File: src/rtl/can_rx_fifo_filt_pkg.sv
// Shared constants and types for the CAN receive FIFO with acceptance filters:
// register map, CTRL bit positions, frame field widths and FIFO entry layout.
package can_rx_fifo_filt_pkg;

  localparam int ID_W   = 29;
  localparam int DLC_W  = 4;
  localparam int DATA_W = 64;

  typedef enum logic [2:0] {
    REG_RXID  = 3'd0,
    REG_RXINF = 3'd1,
    REG_DATA0 = 3'd2,
    REG_DATA1 = 3'd3,
    REG_CTRL  = 3'd4,
    REG_FSEL  = 3'd5,
    REG_FID   = 3'd6,
    REG_FMASK = 3'd7
  } can_reg_e;

  localparam int CTRL_POP    = 0;
  localparam int CTRL_FLUSH  = 1;
  localparam int CTRL_CLROVF = 2;

  // The hit index is stored beside this record so its width can follow NFILT.
  typedef struct packed {
    logic [DLC_W-1:0]  dlc;
    logic              rtr;
    logic              ext;
    logic [ID_W-1:0]   id;
    logic [DATA_W-1:0] data;
  } can_frame_t;

  function automatic logic [4:0] thr_floor(input logic [3:0] thr);
    return (thr == 4'd0) ? 5'd1 : {1'b0, thr};
  endfunction

endpackage

File: src/rtl/can_rx_fifo_filt_if.sv
// 32-bit register bus between the TinyQV core (master) and the CAN receive stage (slave).
interface can_rx_fifo_filt_if;
  logic        cs;
  logic [2:0]  rs;
  logic [3:0]  bytesel;
  logic [31:0] d;
  logic [31:0] q;

  modport master (output cs, output rs, output bytesel, output d, input q);
  modport slave  (input cs, input rs, input bytesel, input d, output q);
endinterface

File: src/rtl/can_rx_fifo_filt_acc_filter.sv
// One acceptance filter: masked ID compare with optional frame-format match.
module can_rx_fifo_filt_acc_filter
  import can_rx_fifo_filt_pkg::*;
(
  input  logic [ID_W-1:0] fid,
  input  logic [ID_W-1:0] fmask,
  input  logic            fen,
  input  logic            fext,
  input  logic            extcmp,
  input  logic [ID_W-1:0] frm_id,
  input  logic            frm_ext,
  output logic            hit
);

  // Hit evaluation against the programmed ID, mask and format.
  always_comb begin
    hit = fen & (((frm_id ^ fid) & fmask) == {ID_W{1'b0}}) & (~extcmp | (frm_ext == fext));
  end

endmodule

File: src/rtl/can_rx_fifo_filt.sv
// CAN receive stage: NFILT acceptance filters feeding a DEPTH-entry frame FIFO,
// with sticky overflow and level/overflow interrupts, on the 32-bit register bus.
module can_rx_fifo_filt
  import can_rx_fifo_filt_pkg::*;
#(
  parameter int DEPTH = 4,
  parameter int NFILT = 4
) (
  input  logic               clk,
  input  logic               rst_n,
  can_rx_fifo_filt_if.slave  bus,
  input  logic               frm_valid,
  input  logic [ID_W-1:0]    frm_id,
  input  logic               frm_ext,
  input  logic               frm_rtr,
  input  logic [DLC_W-1:0]   frm_dlc,
  input  logic [DATA_W-1:0]  frm_data,
  output logic               irq_rx,
  output logic               irq_ovf
);

  localparam int AW    = $clog2(DEPTH);
  localparam int FW    = (NFILT > 1) ? $clog2(NFILT) : 1;
  localparam int CNT_W = AW + 1;

  logic [AW-1:0]    wptr_q, wptr_d, rptr_q, rptr_d;
  logic [CNT_W-1:0] count_q, count_d;
  logic             ovf_q, ovf_d;
  logic [2:0]       irqen_q, irqen_d;
  logic [3:0]       thr_q, thr_d;
  logic [2:0]       fsel_q, fsel_d;
  logic [ID_W-1:0]  fid_q [NFILT];
  logic [ID_W-1:0]  fid_d [NFILT];
  logic [ID_W-1:0]  fmask_q [NFILT];
  logic [ID_W-1:0]  fmask_d [NFILT];
  logic [NFILT-1:0] fen_q, fen_d, fext_q, fext_d, extcmp_q, extcmp_d;

  can_frame_t       mem_q [DEPTH];
  logic [FW-1:0]    hit_mem_q [DEPTH];

  logic [NFILT-1:0] hit_vec_s;
  logic [FW-1:0]    hit_idx_s;
  logic             accept_s;
  can_reg_e         reg_s;
  logic             wr_s, ctrl_wr_s, full_s, empty_s;
  logic             pop_s, flush_s, frm_acc_s, push_s, drop_s;
  can_frame_t       head_s;
  logic [31:0]      q_s;

  for (genvar k = 0; k < NFILT; k++) begin : g_filt
    can_rx_fifo_filt_acc_filter u_filt (
      .fid     (fid_q[k]),
      .fmask   (fmask_q[k]),
      .fen     (fen_q[k]),
      .fext    (fext_q[k]),
      .extcmp  (extcmp_q[k]),
      .frm_id  (frm_id),
      .frm_ext (frm_ext),
      .hit     (hit_vec_s[k])
    );
  end

  // Lowest hitting filter wins; with no filter enabled every frame is accepted as index 0.
  always_comb begin
    hit_idx_s = {FW{1'b0}};
    for (int k = NFILT - 1; k >= 0; k--) begin
      hit_idx_s = hit_vec_s[k] ? FW'(k) : hit_idx_s;
    end
    accept_s = (|hit_vec_s) | ~(|fen_q);
  end

  // FIFO control decode; flush outranks both push and pop.
  always_comb begin
    reg_s     = can_reg_e'(bus.rs);
    wr_s      = bus.cs & (bus.bytesel == 4'b1111);
    ctrl_wr_s = wr_s & (reg_s == REG_CTRL);
    full_s    = (count_q == CNT_W'(DEPTH));
    empty_s   = (count_q == {CNT_W{1'b0}});
    pop_s     = ctrl_wr_s & bus.d[CTRL_POP] & ~empty_s;
    flush_s   = ctrl_wr_s & bus.d[CTRL_FLUSH];
    frm_acc_s = frm_valid & accept_s;
    push_s    = frm_acc_s & (~full_s | pop_s) & ~flush_s;
    drop_s    = frm_acc_s & full_s & ~pop_s & ~flush_s;
  end

  // Next-state for pointers, flags and configuration registers.
  always_comb begin
    wptr_d   = wptr_q;
    rptr_d   = rptr_q;
    count_d  = count_q;
    ovf_d    = ovf_q;
    irqen_d  = irqen_q;
    thr_d    = thr_q;
    fsel_d   = fsel_q;
    fid_d    = fid_q;
    fmask_d  = fmask_q;
    fen_d    = fen_q;
    fext_d   = fext_q;
    extcmp_d = extcmp_q;

    if (flush_s) begin
      wptr_d  = {AW{1'b0}};
      rptr_d  = {AW{1'b0}};
      count_d = {CNT_W{1'b0}};
    end else begin
      wptr_d  = push_s ? (wptr_q + AW'(1)) : wptr_q;
      rptr_d  = pop_s ? (rptr_q + AW'(1)) : rptr_q;
      count_d = count_q + CNT_W'(push_s) - CNT_W'(pop_s);
    end

    if (drop_s) begin
      ovf_d = 1'b1;
    end else if (ctrl_wr_s & bus.d[CTRL_CLROVF]) begin
      ovf_d = 1'b0;
    end else begin
      ovf_d = ovf_q;
    end

    if (wr_s) begin
      case (reg_s)
        REG_CTRL: begin
          thr_d   = bus.d[7:4];
          irqen_d = bus.d[31:29];
        end
        REG_FSEL: fsel_d = bus.d[2:0];
        REG_FID: begin
          for (int k = 0; k < NFILT; k++) begin
            if (fsel_q == 3'(k)) begin
              fen_d[k]  = bus.d[31];
              fext_d[k] = bus.d[30];
              fid_d[k]  = bus.d[ID_W-1:0];
            end else begin
              fen_d[k]  = fen_q[k];
            end
          end
        end
        REG_FMASK: begin
          for (int k = 0; k < NFILT; k++) begin
            if (fsel_q == 3'(k)) begin
              extcmp_d[k] = bus.d[30];
              fmask_d[k]  = bus.d[ID_W-1:0];
            end else begin
              extcmp_d[k] = extcmp_q[k];
            end
          end
        end
        default: fsel_d = fsel_q;
      endcase
    end else begin
      fsel_d = fsel_q;
    end
  end

  // State registers with synchronous active-low reset.
  always_ff @(posedge clk) begin
    if (!rst_n) begin
      wptr_q   <= {AW{1'b0}};
      rptr_q   <= {AW{1'b0}};
      count_q  <= {CNT_W{1'b0}};
      ovf_q    <= 1'b0;
      irqen_q  <= 3'd0;
      thr_q    <= 4'd0;
      fsel_q   <= 3'd0;
      fen_q    <= {NFILT{1'b0}};
      fext_q   <= {NFILT{1'b0}};
      extcmp_q <= {NFILT{1'b0}};
      for (int k = 0; k < NFILT; k++) begin
        fid_q[k]   <= {ID_W{1'b0}};
        fmask_q[k] <= {ID_W{1'b0}};
      end
    end else begin
      wptr_q   <= wptr_d;
      rptr_q   <= rptr_d;
      count_q  <= count_d;
      ovf_q    <= ovf_d;
      irqen_q  <= irqen_d;
      thr_q    <= thr_d;
      fsel_q   <= fsel_d;
      fen_q    <= fen_d;
      fext_q   <= fext_d;
      extcmp_q <= extcmp_d;
      fid_q    <= fid_d;
      fmask_q  <= fmask_d;
    end
  end

  // Frame storage; contents need no reset because count gates every read.
  always_ff @(posedge clk) begin
    if (rst_n && push_s) begin
      mem_q[wptr_q]     <= '{dlc: frm_dlc, rtr: frm_rtr, ext: frm_ext, id: frm_id, data: frm_data};
      hit_mem_q[wptr_q] <= hit_idx_s;
    end
  end

  // Register read mux; purely combinational with no side effects.
  always_comb begin
    head_s = empty_s ? '0 : mem_q[rptr_q];
    q_s    = 32'h0;
    if (bus.cs) begin
      case (reg_s)
        REG_RXID:  q_s = {head_s.ext, head_s.rtr, 1'b0, head_s.id};
        REG_RXINF: q_s = {irqen_q, 5'h0, ovf_q, full_s, empty_s, 5'(count_q),
                          4'h0, (empty_s ? 4'h0 : 4'(hit_mem_q[rptr_q])), 4'h0, head_s.dlc};
        REG_DATA0: q_s = head_s.data[31:0];
        REG_DATA1: q_s = head_s.data[63:32];
        REG_CTRL:  q_s = {irqen_q, 21'h0, thr_q, 4'h0};
        REG_FSEL:  q_s = {29'h0, fsel_q};
        REG_FID: begin
          for (int k = 0; k < NFILT; k++) begin
            q_s = (fsel_q == 3'(k)) ? {fen_q[k], fext_q[k], 1'b0, fid_q[k]} : q_s;
          end
        end
        REG_FMASK: begin
          for (int k = 0; k < NFILT; k++) begin
            q_s = (fsel_q == 3'(k)) ? {1'b0, extcmp_q[k], 1'b0, fmask_q[k]} : q_s;
          end
        end
        default: q_s = 32'h0;
      endcase
    end else begin
      q_s = 32'h0;
    end
  end

  assign bus.q   = q_s;
  assign irq_rx  = irqen_q[0] & (5'(count_q) >= thr_floor(thr_q));
  assign irq_ovf = irqen_q[1] & ovf_q;

endmodule

File: src/flat_wrapper.sv
// flat-port wrapper written by rule: the top's interface ports become plain ports
module can_rx_fifo_filt_flat import can_rx_fifo_filt_pkg::*;
#(
  parameter int DEPTH = 4,
  parameter int NFILT = 4
)
  (clk, rst_n, frm_valid, frm_id, frm_ext, frm_rtr, frm_dlc, frm_data, irq_rx, irq_ovf, bus_cs, bus_rs, bus_bytesel, bus_d, bus_q);
  can_rx_fifo_filt_if bus_i ();
  input  logic clk;
  input  logic rst_n;
  input  logic frm_valid;
  input  logic [ID_W-1:0] frm_id;
  input  logic frm_ext;
  input  logic frm_rtr;
  input  logic [DLC_W-1:0] frm_dlc;
  input  logic [DATA_W-1:0] frm_data;
  output logic irq_rx;
  output logic irq_ovf;
  input wire logic [$bits(bus_i.cs)-1:0] bus_cs;
  input wire logic [$bits(bus_i.rs)-1:0] bus_rs;
  input wire logic [$bits(bus_i.bytesel)-1:0] bus_bytesel;
  input wire logic [$bits(bus_i.d)-1:0] bus_d;
  output wire logic [$bits(bus_i.q)-1:0] bus_q;
  assign bus_i.cs = bus_cs;
  assign bus_i.rs = bus_rs;
  assign bus_i.bytesel = bus_bytesel;
  assign bus_i.d = bus_d;
  assign bus_q = bus_i.q;
  can_rx_fifo_filt #(.DEPTH(DEPTH), .NFILT(NFILT)) u_core (.clk(clk), .rst_n(rst_n), .bus(bus_i), .frm_valid(frm_valid), .frm_id(frm_id), .frm_ext(frm_ext), .frm_rtr(frm_rtr), .frm_dlc(frm_dlc), .frm_data(frm_data), .irq_rx(irq_rx), .irq_ovf(irq_ovf));
endmodule
File: config.mk
export PLATFORM = sky130hd
export DESIGN_NAME = can_rx_fifo_filt_flat
export DESIGN_NICKNAME = d
export VERILOG_FILES = /design/src/rtl/can_rx_fifo_filt_pkg.sv /design/src/rtl/can_rx_fifo_filt_if.sv /design/src/rtl/can_rx_fifo_filt_acc_filter.sv /design/src/rtl/can_rx_fifo_filt.sv /design/src/flat_wrapper.sv
export SDC_FILE = /design/constraint.sdc
export NUM_CORES = 1
export LEC_CHECK = 0
export ABC_AREA = 1
export CAP_MARGIN = 0
export CORE_MARGIN = 2
export CORE_UTILIZATION = 42
export CTS_CLUSTER_DIAMETER = 50
export DETAILED_ROUTE_END_ITERATION = 10
export SYNTH_ARGS = -nofsm -noshare
export SYNTH_HDL_FRONTEND = slang
export SYNTH_HIERARCHICAL = 1
export SYNTH_SLANG_ARGS = --single-unit
File: constraint.sdc
create_clock -name clk -period 8.15 [get_ports clk]
set_input_delay 0.815 -clock clk [delete_from_list [all_inputs] [get_ports clk]]
set_output_delay 0.815 -clock clk [all_outputs]
set_load 0.01 [all_outputs]
# --- Word-level counts from Yosys, hierarchy flattened ---
# Memory sizes are Yosys's and may differ from the RTL's. A register that Yosys moved wholly into a read port is not among the register bits.
# Index checks and enable logic that the tools add are counted.
word_totals:
  regBits: 262
  ramBits: 404
  input_bits: 142
  out_inout_bits: 34
  memories: 2
mem_list:
  columns: ["memory", "words", "width", "read_ports", "rd_clocked_by_memory_dff", "wr", "line_no", "text"]
  rows:
  - ["u_core.mem_q", 4, 99, 1, 1, 1, "can_rx_fifo_filt.sv:38", "can_frame_t mem_q [DEPTH];"]
  - ["u_core.hit_mem_q", 4, 2, 1, 1, 1, "can_rx_fifo_filt.sv:39", "logic [FW-1:0] hit_mem_q [DEPTH];"]
classes:
  n_addsub: 4
  order_cmp: 1
  eq_ne: 16
  mux: 25
  n_bitwise: 46
  reduce_logical: 23
ops:
  columns: ["cell", "n"]
  rows:
  - ["32-bit 2-to-1 mux", 8]
  - ["32-bit one-hot mux with 8 select lines", 1]
  - ["29-bit AND", 4]
  - ["29-bit zero test", 4]
  - ["29-bit XOR", 4]
  - ["99-bit 2-to-1 mux", 1]
  - ["31-bit 2-to-1 mux", 1]
  - ["3-bit AND reduction", 8]
  - ["1-bit AND", 22]
  - ["2-bit 2-to-1 mux", 9]
  - ["3-bit equality test (second input constant)", 5]
  - ["3-bit by 2-bit equality test with 1-bit output (second input constant)", 4]
  - ["1-bit NOT", 10]
  - ["3-bit zero test", 3]
  - ["4-bit OR reduction", 2]
  - ["3-bit by 1-bit equality test with 1-bit output (second input constant)", 2]
  - ["1-bit bitwise OR", 6]
  - ["3-bit by 5-bit greater-or-equal comparator with 1-bit output", 1]
  - ["2-bit by 1-bit adder with 2-bit output (second input constant)", 2]
  - ["1-bit equality test", 4]
  - ["4-bit equality test (second input constant)", 1]
  - ["4-bit zero test", 1]
  - ["1-bit 2-to-1 mux", 4]
  - ["4-bit 2-to-1 mux", 1]
  - ["6 further kinds", 7]

# --- Longest topological paths before layout ---
# Gate-level depths: netlist (run 1).
logic_depth:
  depth_word: 13
  ltp_mapped: 24
  mapped_depth_nobuf: 24

# --- By module ---
# The synthesis (run 1) kept the hierarchy.
modules_own_cells:
  columns: ["module", "n_inst", "cells_per_inst", "area_per_inst_um2"]
  rows:
  - ["can_rx_fifo_filt", 1, 3221, 28589.9]
  - ["can_rx_fifo_filt_acc_filter", 4, 162, 664.4]

# --- Worst setup path before layout (run 1) ---
# No wires, ideal clock.
synth_path:
  kind: "input-to-reg"
  startpoint: "input port frm_id[24]"
  endpoint: "memory u_core/hit_mem_q[0][0] (netlist name), enable pin"
  setup_ns: 0.562
  arrival_ns: 6.253
  slack_ns: 1.335
  path_stages: 14
  path_cell_list: "or2_1 > nand3_2 > nand3_1 > nor2_1 > nand2_1 > nor2_1 > inv_1 > nand2_1 > nor2_1 > nand2_1 > nand2_1 > nor2_1 > nand3_1 > nor2_1"
synth_between:
  elab_chain_cells: 13
  word_cells_on_any_way: 28
synth_lines:
  columns: ["element", "line_no", "text"]
  rows:
  - ["from (decl)", "flat_wrapper.sv:12", "input logic [ID_W-1:0] frm_id;"]
  - ["29-bit XOR", "can_rx_fifo_filt_acc_filter.sv:17", "hit = fen & (((frm_id ^ fid) & fmask) == {ID_W{1'b0}}) & (~extcmp | (frm_ext == fext));"]
  - ["29-bit AND", "can_rx_fifo_filt_acc_filter.sv:17", null]
  - ["29-bit zero test", "can_rx_fifo_filt_acc_filter.sv:17", null]
  - ["1-bit AND (2 in a row)", "can_rx_fifo_filt_acc_filter.sv:17", null]
  - ["via u_core.hit_vec_s[0]", "can_rx_fifo_filt.sv:41", "logic [NFILT-1:0] hit_vec_s;"]
  - ["4-bit OR reduction", "can_rx_fifo_filt.sv:69", "accept_s = (|hit_vec_s) | ~(|fen_q);"]
  - ["1-bit bitwise OR", "can_rx_fifo_filt.sv:69", null]
  - ["1-bit AND", "can_rx_fifo_filt.sv:81", "frm_acc_s = frm_valid & accept_s;"]
  - ["1-bit AND (2 in a row)", "can_rx_fifo_filt.sv:82", "push_s = frm_acc_s & (~full_s | pop_s) & ~flush_s;"]
  - ["1-bit logical AND", "can_rx_fifo_filt.sv:189", "if (rst_n && push_s) begin"]
  - ["1-bit 2-to-1 mux", "can_rx_fifo_filt.sv:189", null]
  - ["1-bit 2-to-1 mux (not written as such)", "can_rx_fifo_filt.sv:191", "hit_mem_q[wptr_q] <= hit_idx_s;"]
  - ["to (decl)", "can_rx_fifo_filt.sv:39", null]
# The timed path passes the listed nets, and every way through them passes these cells.

# --- Worst setup path after layout (run 1) ---
layout_path:
  startpoint: "register u_core.fsel_q[1]"
  endpoint: "output port bus_q[23]"
layout_between:
  elab_chain_cells: 7
  word_cells_on_any_way: 14
layout_lines:
  columns: ["element", "line_no", "text"]
  rows:
  - ["from (decl)", "can_rx_fifo_filt.sv:31", "logic [2:0] fsel_q, fsel_d;"]
  - ["from (signal assigned)", "can_rx_fifo_filt.sv:178", "fsel_q <= fsel_d;"]
  - ["3-bit zero test", "can_rx_fifo_filt.sv:210, can_rx_fifo_filt.sv:215", null]
  - ["31-bit 2-to-1 mux / 32-bit 2-to-1 mux (equally long branches)", "can_rx_fifo_filt.sv:215, can_rx_fifo_filt.sv:210", null]
  - ["32-bit 2-to-1 mux, on equally long branches (3 in a row)", "can_rx_fifo_filt.sv:215, can_rx_fifo_filt.sv:210", null]
  - ["32-bit one-hot mux with 8 select lines (*)", "can_rx_fifo_filt.sv:200", "case (reg_s)"]
  - ["32-bit 2-to-1 mux (*)", "can_rx_fifo_filt.sv:199", "if (bus.cs) begin"]
  - ["to (decl)", "flat_wrapper.sv:23", "output wire logic [$bits(bus_i.q)-1:0] bus_q;"]
# Every way passes the cells marked *; elsewhere a longest branch is shown, timed or not.

==> results of run 1 <==
how the worst max path moves through the flow:
| stage | slack, ps | startpoint | cells after the start | to |
|---|---|---|---|---|
| 3_5_place_dp | 2750 | frm_id[13] | 18 | u_core/mem_q[2][5] |
| 5_1_grt | 2450 | u_core/fsel_q[1] | 11 | bus_q[23] |
| 3_3_place_gp | 2780 | frm_id[13] | 18 | u_core/mem_q[2][59] |
| 4_1_cts | 2590 | u_core/fsel_q[1] | 11 | bus_q[23] |
| 6_report | 2480 | u_core/fsel_q[1] | 11 | bus_q[23] |
| 2_1_floorplan | 1340 | frm_id[24] | 14 | u_core/hit_mem_q[0][0] |
synth_stat cells:
master,n,share of area
o211ai_1,5,0.0012
a31o_2,1,0.00028
nor3_2,1,0.00032
or2_2,1,0.00020
or2_1,20,0.0040
or2_0,4,0.00080
o22ai_1,33,0.0066
nand2_1,895,0.11
nand2_2,2,0.00040
nor2_2,5,0.0010
fa_1,1,0.00064
edfxtp_1,404,0.39
inv_1,527,0.063
o21ai_0,382,0.061
clkbuf_1,136,0.016
nand3b_1,1,0.00024
nand4_1,4,0.00080
buf_4,1,0.00024
xor2_1,2,0.00056
o21ai_1,91,0.015
nor3_1,2,0.00032
a21boi_1,1,0.00024
buf_1,11,0.0013
nand3_2,8,0.0026
nor2_1,367,0.044
buf_2,54,0.0086
nand3_1,247,0.040
inv_2,17,0.0020
dfxtp_1,264,0.17
nor2_4,1,0.00036
o21bai_1,1,0.00024
ha_1,9,0.0036
a21oi_1,371,0.059
layout make-up:
| class | instances | area [sq um] | area share |
|---|---|---|---|
| well taps | 969 | 1212 | 0.03320 |
| clock inverters | 44 | 543.0 | 0.01487 |
| multi-input cells | 2455 | 11090 | 0.3035 |
| inverters | 544 | 2049 | 0.05612 |
| diodes | 5 | 12.51 | 0.0003426 |
| flip-flops and latches | 668 | 17420 | 0.4771 |
| clock buffers | 103 | 2140 | 0.05859 |
| repair buffers | 210 | 2053 | 0.05622 |
power groups by stage:
stage	clock, mW	sequential (mW)	combinational [mW]
3_3_place_gp	0	3.76	0.595
5_1_grt	3.82	3.70	0.658
6_report	3.64	3.69	0.607
4_1_cts	3.68	3.69	0.602
2_1_floorplan	0	3.78	0.274
3_5_place_dp	0	3.77	0.599
through the flow:
stage,setup slack [ps],std cells,hold WS (ps)
after floorplan,1335,3869,433.8
after global placement,2780,4846,451.0
after detailed placement,2745,4846,454.1
after CTS,2595,4993,462.6
after global routing,2453,4997,484.3
final,2482,4998,462.6
flip-flops by register name (all words and copies together) (netlist names), 4 cells and up, named ones only:
register / count
u_core/extcmp_q: 4
u_core/fmask_q: 116
u_core/fext_q: 4
u_core/fid_q: 116
u_core/fen_q: 4
u_core/hit_mem_q: 8
u_core/thr_q: 4
u_core/mem_q: 396
layer usage:
metal  global-route usage  vias to the layer above  part of all wire
met2               0.4181                     1140              0.44
li1                     -                    12790                 -
met3              0.05627                      191             0.092
met5                    0                        -           0.00063
met4               0.1040                       10             0.036
met1               0.3799                    12520              0.43
tightest hold or removal path: cells and delay by family (launching register included):
family | cells | cell delay [ps]
flip-flops | 1 | 320
buffers and inverters | 1 | 50
AO/OA/AOI/OAI | 1 | 50
logic make-up (layout without fill, tap and decap cells):
| group | Yosys count | after routing | share of synthesized area |
|---|---|---|---|
| xor gates and xnor gates | 2 | 2 | 0.0005607 |
| and+or+nand+nor | 1558 | 1558 | 0.2022 |
| adders and majority gates | 10 | 10 | 0.004245 |
| other | 0 | 5 | 0 |
| buffers and inverters | 746 | 901 | 0.09190 |
| AOI/OAI and AO/OA | 885 | 885 | 0.1437 |
| DFF | 668 | 668 | 0.5574 |
==> impl_metrics.env, run 1 <==
export IMPL_final_cell_mix="nand2_1 (895), inv_1 (527), edfxtp_1 (404), o21ai_0 (382), a21oi_1 (371)"
export IMPL_path_cells="buf_4, nand2_1, buf_4, inv_2, a21oi_1, nand2_1, nand2_1, nand3_1, nand2_1, inv_1, clkdlybuf4s50_1"
export IMPL_reg2reg_to="u_core/mem_q[2][80]"
export IMPL_cp_arrival_ps=4850
export IMPL_synth_nets=4021
export IMPL_cts_tree="yes"
export IMPL_wl_per_cell_um=21.34
export IMPL_root_buffer="clkbuf_16"
export IMPL_hold_violations=0
export IMPL_first_pass_iters=6
export IMPL_internal_power_mw=6.021
export IMPL_cts_max_level=3
export IMPL_crit_top_cell="nand2_1"
export IMPL_syn_avg_cell_area_sq_um=8.076
export IMPL_drt_wl_total_um=106600
export IMPL_dr_first_iter_drc_count=2694
export IMPL_min_from="u_core/fmask_q[57]"
export IMPL_whs_endpoint="u_core/fmask_q[57]"
export IMPL_final_util=0.4930
export IMPL_power_mw=7.939
export IMPL_drc=0
export IMPL_grt_max_degree=146
export IMPL_clock_latency_ps=640
export IMPL_worstSetupEndpointType="primary output"
export IMPL_power_frac_comb=0.076
export IMPL_synthesis_area_sq_mm=0.03125
export IMPL_fp_row_count=100
export IMPL_p_sw_frac=0.2415
export IMPL_cts_made_buffers=79
export IMPL_cts_buffer_depth=3
export IMPL_port_buffer_count=175
export IMPL_synth_distinct_cells=33
export IMPL_seq_area_frac_synth=0.5574
export IMPL_final_common_cell="nand2_1"
export IMPL_crit_slowest_cell="inv_2"
export IMPL_p_seq_frac=0.465
export IMPL_die_area_sq_mm=0.07660
export IMPL_whs_path_depth=2
export IMPL_worstSetupStartpointType="flop"
export IMPL_ys_ff_latch=668
export IMPL_cp_required_ps=7340
export IMPL_post_cts_resized=0
export IMPL_ant_nets=0
export IMPL_placeableCoreArea_sq_mm=0.07407
export IMPL_path_max_fanout=37
export IMPL_slew_headroom=0.2811
export IMPL_reg2reg_depth=17
export IMPL_p_per_area_mw_per_mm2=217.4
export IMPL_tightest_slew_ps=1077
export IMPL_viasPerCell=5.332
export IMPL_start_util=0.4219
export IMPL_grt_pass1_wl_um=156800
export IMPL_fmax_mhz=176.4
export IMPL_p_sw_mw=1.918
export IMPL_overflow=0
export IMPL_dpl_cell_area_sq_mm=0.03382
export IMPL_antenna_found_initial=10
export IMPL_path_buf_inv=5
export IMPL_detailed_place_hpwl_um=67590
export IMPL_syn_inst=3869
export IMPL_clkTransAtPathRegs_ps=60
export IMPL_nNetsFinal=4110
export IMPL_critical_path_top_delay_family="buffers and inverters"
export IMPL_ys_warnings_count=6
export IMPL_first_global_vias=24030
export IMPL_cp_slowest_stage_delay_ps=800
export IMPL_ir_drop_v=0.0001400
export IMPL_min_period_ps=5668
export IMPL_finClkSkew_ps=22.75
export IMPL_grtUsageTotal=0.2727
export IMPL_path_class="flop to primary output"
export IMPL_area_growth_syn_to_layout_pct=16.87
export IMPL_timing_rr_start="u_core/fid_q[90]"
export IMPL_finalSetupTns_ps=0
export IMPL_die_h_um=276.8
export IMPL_finalCritPeriodShare=0.6954
export IMPL_nFillCells=7091
export IMPL_post_cts_buffers=0
export IMPL_gp_congestion=0.9021
export IMPL_fin_area_sq_mm=0.03652
export IMPL_ios=176
export IMPL_p_leak_nw=13.98
export IMPL_power_frac_clock=0.458
export IMPL_finalSetupViolCount=0
export IMPL_fp_dieW_um=276.8
export IMPL_r2r_slack_ps=3910
export IMPL_layout_drive_gt1_share=0.05219
export IMPL_rsz0062_at_grt="false"
export IMPL_worst_hold_path_type="flop to flop"
export IMPL_cts_sinks=668
export IMPL_outcome="finished clean"
export IMPL_slew_viol_final=0
export IMPL_vias=26650
export IMPL_maxCapViolCount=0
export IMPL_ctsHoldBuffers=0
Power figures use the tool's default switching activity.
==> run 2: changes to the inputs <==
==> constraint.sdc (replaced) <==
create_clock -name clk -period 5.2 [get_ports clk]
set_input_delay 0.52 -clock clk [delete_from_list [all_inputs] [get_ports clk]]
set_output_delay 0.52 -clock clk [all_outputs]
set_load 0.01 [all_outputs]
==> impl_metrics.env, run 2 (synthesis gave the netlist of run 1 again) <==
export IMPL_critical_path_top_delay_family="buffers and inverters"
export IMPL_die_area_sq_mm=0.07660
export IMPL_cp_required_ps=4680
export IMPL_r2r_slack_ps=1570
export IMPL_grt_pass1_wl_um=156500
export IMPL_cts_made_buffers=82
export IMPL_setup_ws_ps=673.2
export IMPL_fp_row_count=100
export IMPL_place_ws_ps=786.3
export IMPL_ant_nets=0
export IMPL_grt_max_degree=171
export IMPL_post_cts_resized=0
export IMPL_drc=0
export IMPL_detailed_place_hpwl_um=70430
export IMPL_maxCapViolCount=0
export IMPL_nNetsFinal=4148
export IMPL_path_cells="inv_2, nor2_2, nand2_1, buf_4, o21ai_0, o21ai_1, nand3_1, nand2_1, inv_1, clkdlybuf4s50_1"
export IMPL_crit_slowest_cell="dfxtp_1"
export IMPL_slew_viol_final=0
export IMPL_antenna_found_initial=3
export IMPL_gp_congestion=0.9325
export IMPL_cts_tree="yes"
export IMPL_cp_slowest_stage_delay_ps=650
export IMPL_top_regs="u_core/mem_q x396, u_core/fid_q x116, u_core/fmask_q x116"
export IMPL_top_register="u_core/mem_q"
export IMPL_finalCritPeriodShare=0.8705
export IMPL_clkTransAtPathRegs_ps=60
export IMPL_worstSetupStartpointType="flop"
export IMPL_cts_buffer_depth=3
export IMPL_finClkSkew_ps=43.16
export IMPL_area_growth_syn_to_layout_pct=18.25
export IMPL_layout_drive_gt1_share=0.06273
export IMPL_ctsHoldBuffers=0
export IMPL_vias=26620
export IMPL_cp_depth=10
export IMPL_grtUsageTotal=0.2728
export IMPL_clock_latency_ps=670
export IMPL_rsz0062_at_grt="false"
export IMPL_overflow=0
export IMPL_first_global_vias=23910
export IMPL_min_from="rst_n"
export IMPL_fmax_mhz=220.9
export IMPL_worst_hold_path_type="input port to flop"
export IMPL_cp_arrival_ps=4010
export IMPL_dr_first_iter_drc_count=2735
export IMPL_path_class="flop to primary output"
export IMPL_reg2reg_depth=8
export IMPL_whs_endpoint="u_core/fmask_q[107]"
export IMPL_slew_headroom=0.1133
export IMPL_outcome="finished clean"
export IMPL_nFillCells=7042
export IMPL_cts_sinks=668
export IMPL_path_buf_inv=4
export IMPL_worstSetupEndpointType="primary output"
export IMPL_whs_path_depth=3
export IMPL_final_common_cell="nand2_1"
export IMPL_drt_wl_total_um=106500
export IMPL_min_period_ps=4527
export IMPL_root_buffer="clkbuf_16"
export IMPL_wl_per_cell_um=21.16
export IMPL_tightest_slew_ps=1327
export IMPL_fp_dieW_um=276.8
export IMPL_p_leak_nw=14.19
export IMPL_post_cts_buffers=0
export IMPL_finalSetupTns_ps=0
export IMPL_crit_top_cell="nand2_1"
export IMPL_cts_max_level=3
export IMPL_start_util=0.4219
export IMPL_ir_drop_v=0.0002409
export IMPL_hold_violations=0
export IMPL_ios=176
export IMPL_largest_register_ffs=396
export IMPL_die_h_um=276.8
export IMPL_placeableCoreArea_sq_mm=0.07407
export IMPL_port_buffer_count=175
export IMPL_finalSetupViolCount=0
export IMPL_path_max_fanout=25
export IMPL_first_pass_iters=5
export IMPL_timing_rr_start="u_core/fsel_q[1]"
export IMPL_p_per_area_mw_per_mm2=339.0
export IMPL_final_cell_mix="nand2_1 (895), inv_1 (527), edfxtp_1 (404), o21ai_0 (382), a21oi_1 (371)"
export IMPL_viasPerCell=5.286
export IMPL_reg2reg_to="u_core/fmask_q[37]"
-- run 2: changes by cell type in the layout (fill, tap and decap cells not counted), sizes merged --
| cell | change |
|---|---|
| clkinv | +6 |
| buf | +35 |
| diode | -3 |
| clkinvlp | +6 |
| clkbuf | -3 |
| bufinv | -3 |
-- run 2: routing by layer --
layer  GRT usage  vias up  share of wire
met5           0        -        0.00011
met1      0.3873    12470           0.44
li1            -    12870              -
met4     0.09629        2          0.032
met3     0.05121      168          0.088
met2      0.4173     1104           0.44
-- run 2: worst max-delay path by stage --
| stage | to | startpoint |
|---|---|---|
| after floorplan | u_core/hit_mem_q[0][0] | frm_id[24] |
| after global placement | u_core/count_q[2] | frm_id[20] |
| after detailed placement | u_core/count_q[2] | frm_id[20] |
| after CTS | bus_q[6] | u_core/count_q[1] |
| after global routing | bus_q[7] | u_core/fsel_q[0] |
| final | bus_q[7] | u_core/fsel_q[0] |
-- run 2: layout make-up --
cell class                      instances  area (sq um)  share of cell area
Tap cell                              969          1212             0.03281
Multi-Input combinational cell       2455         11060              0.2993
Clock buffer                          100          2171             0.05875
Clock inverter                         53         601.8             0.01629
Inverter                              544          2049             0.05547
Sequential cell                       668         17420              0.4716
Timing Repair Buffer                  245          2429             0.06573
Antenna cell                            2         5.005           0.0001354
-- run 2: power by group --
part	internal [mW]	leakage, nW	switching, mW
clock	3.34	1.31	2.41
combinational	0.315	7.09	0.667
sequential	5.76	5.79	0.0342
-- run 2: worst reg2reg max path, stage by stage (launching register included) --
cell	delay [ps]
dfxtp_1	380
buf_4	490
nand2_1	170
inv_2	320
buf_4	450
nand3_2	870
buf_4	560
o21ai_0	210
a21oi_1	60
-- run 2: metrics by stage --
step                      hold WS (ps)  std cells  instance area [sq um]  power [mW]    util
after floorplan                  433.8       3869                  31250       6.346       -
after global placement           449.2       4881                  34170       6.863  0.4614
after detailed placement         454.3       4881                  34170       6.871  0.4614
after CTS                        370.6       5034                  36950       12.58  0.4988
after global routing             410.4       5035                  36950       12.92  0.4988
final                            386.9       5036                  36950       12.53  0.4989
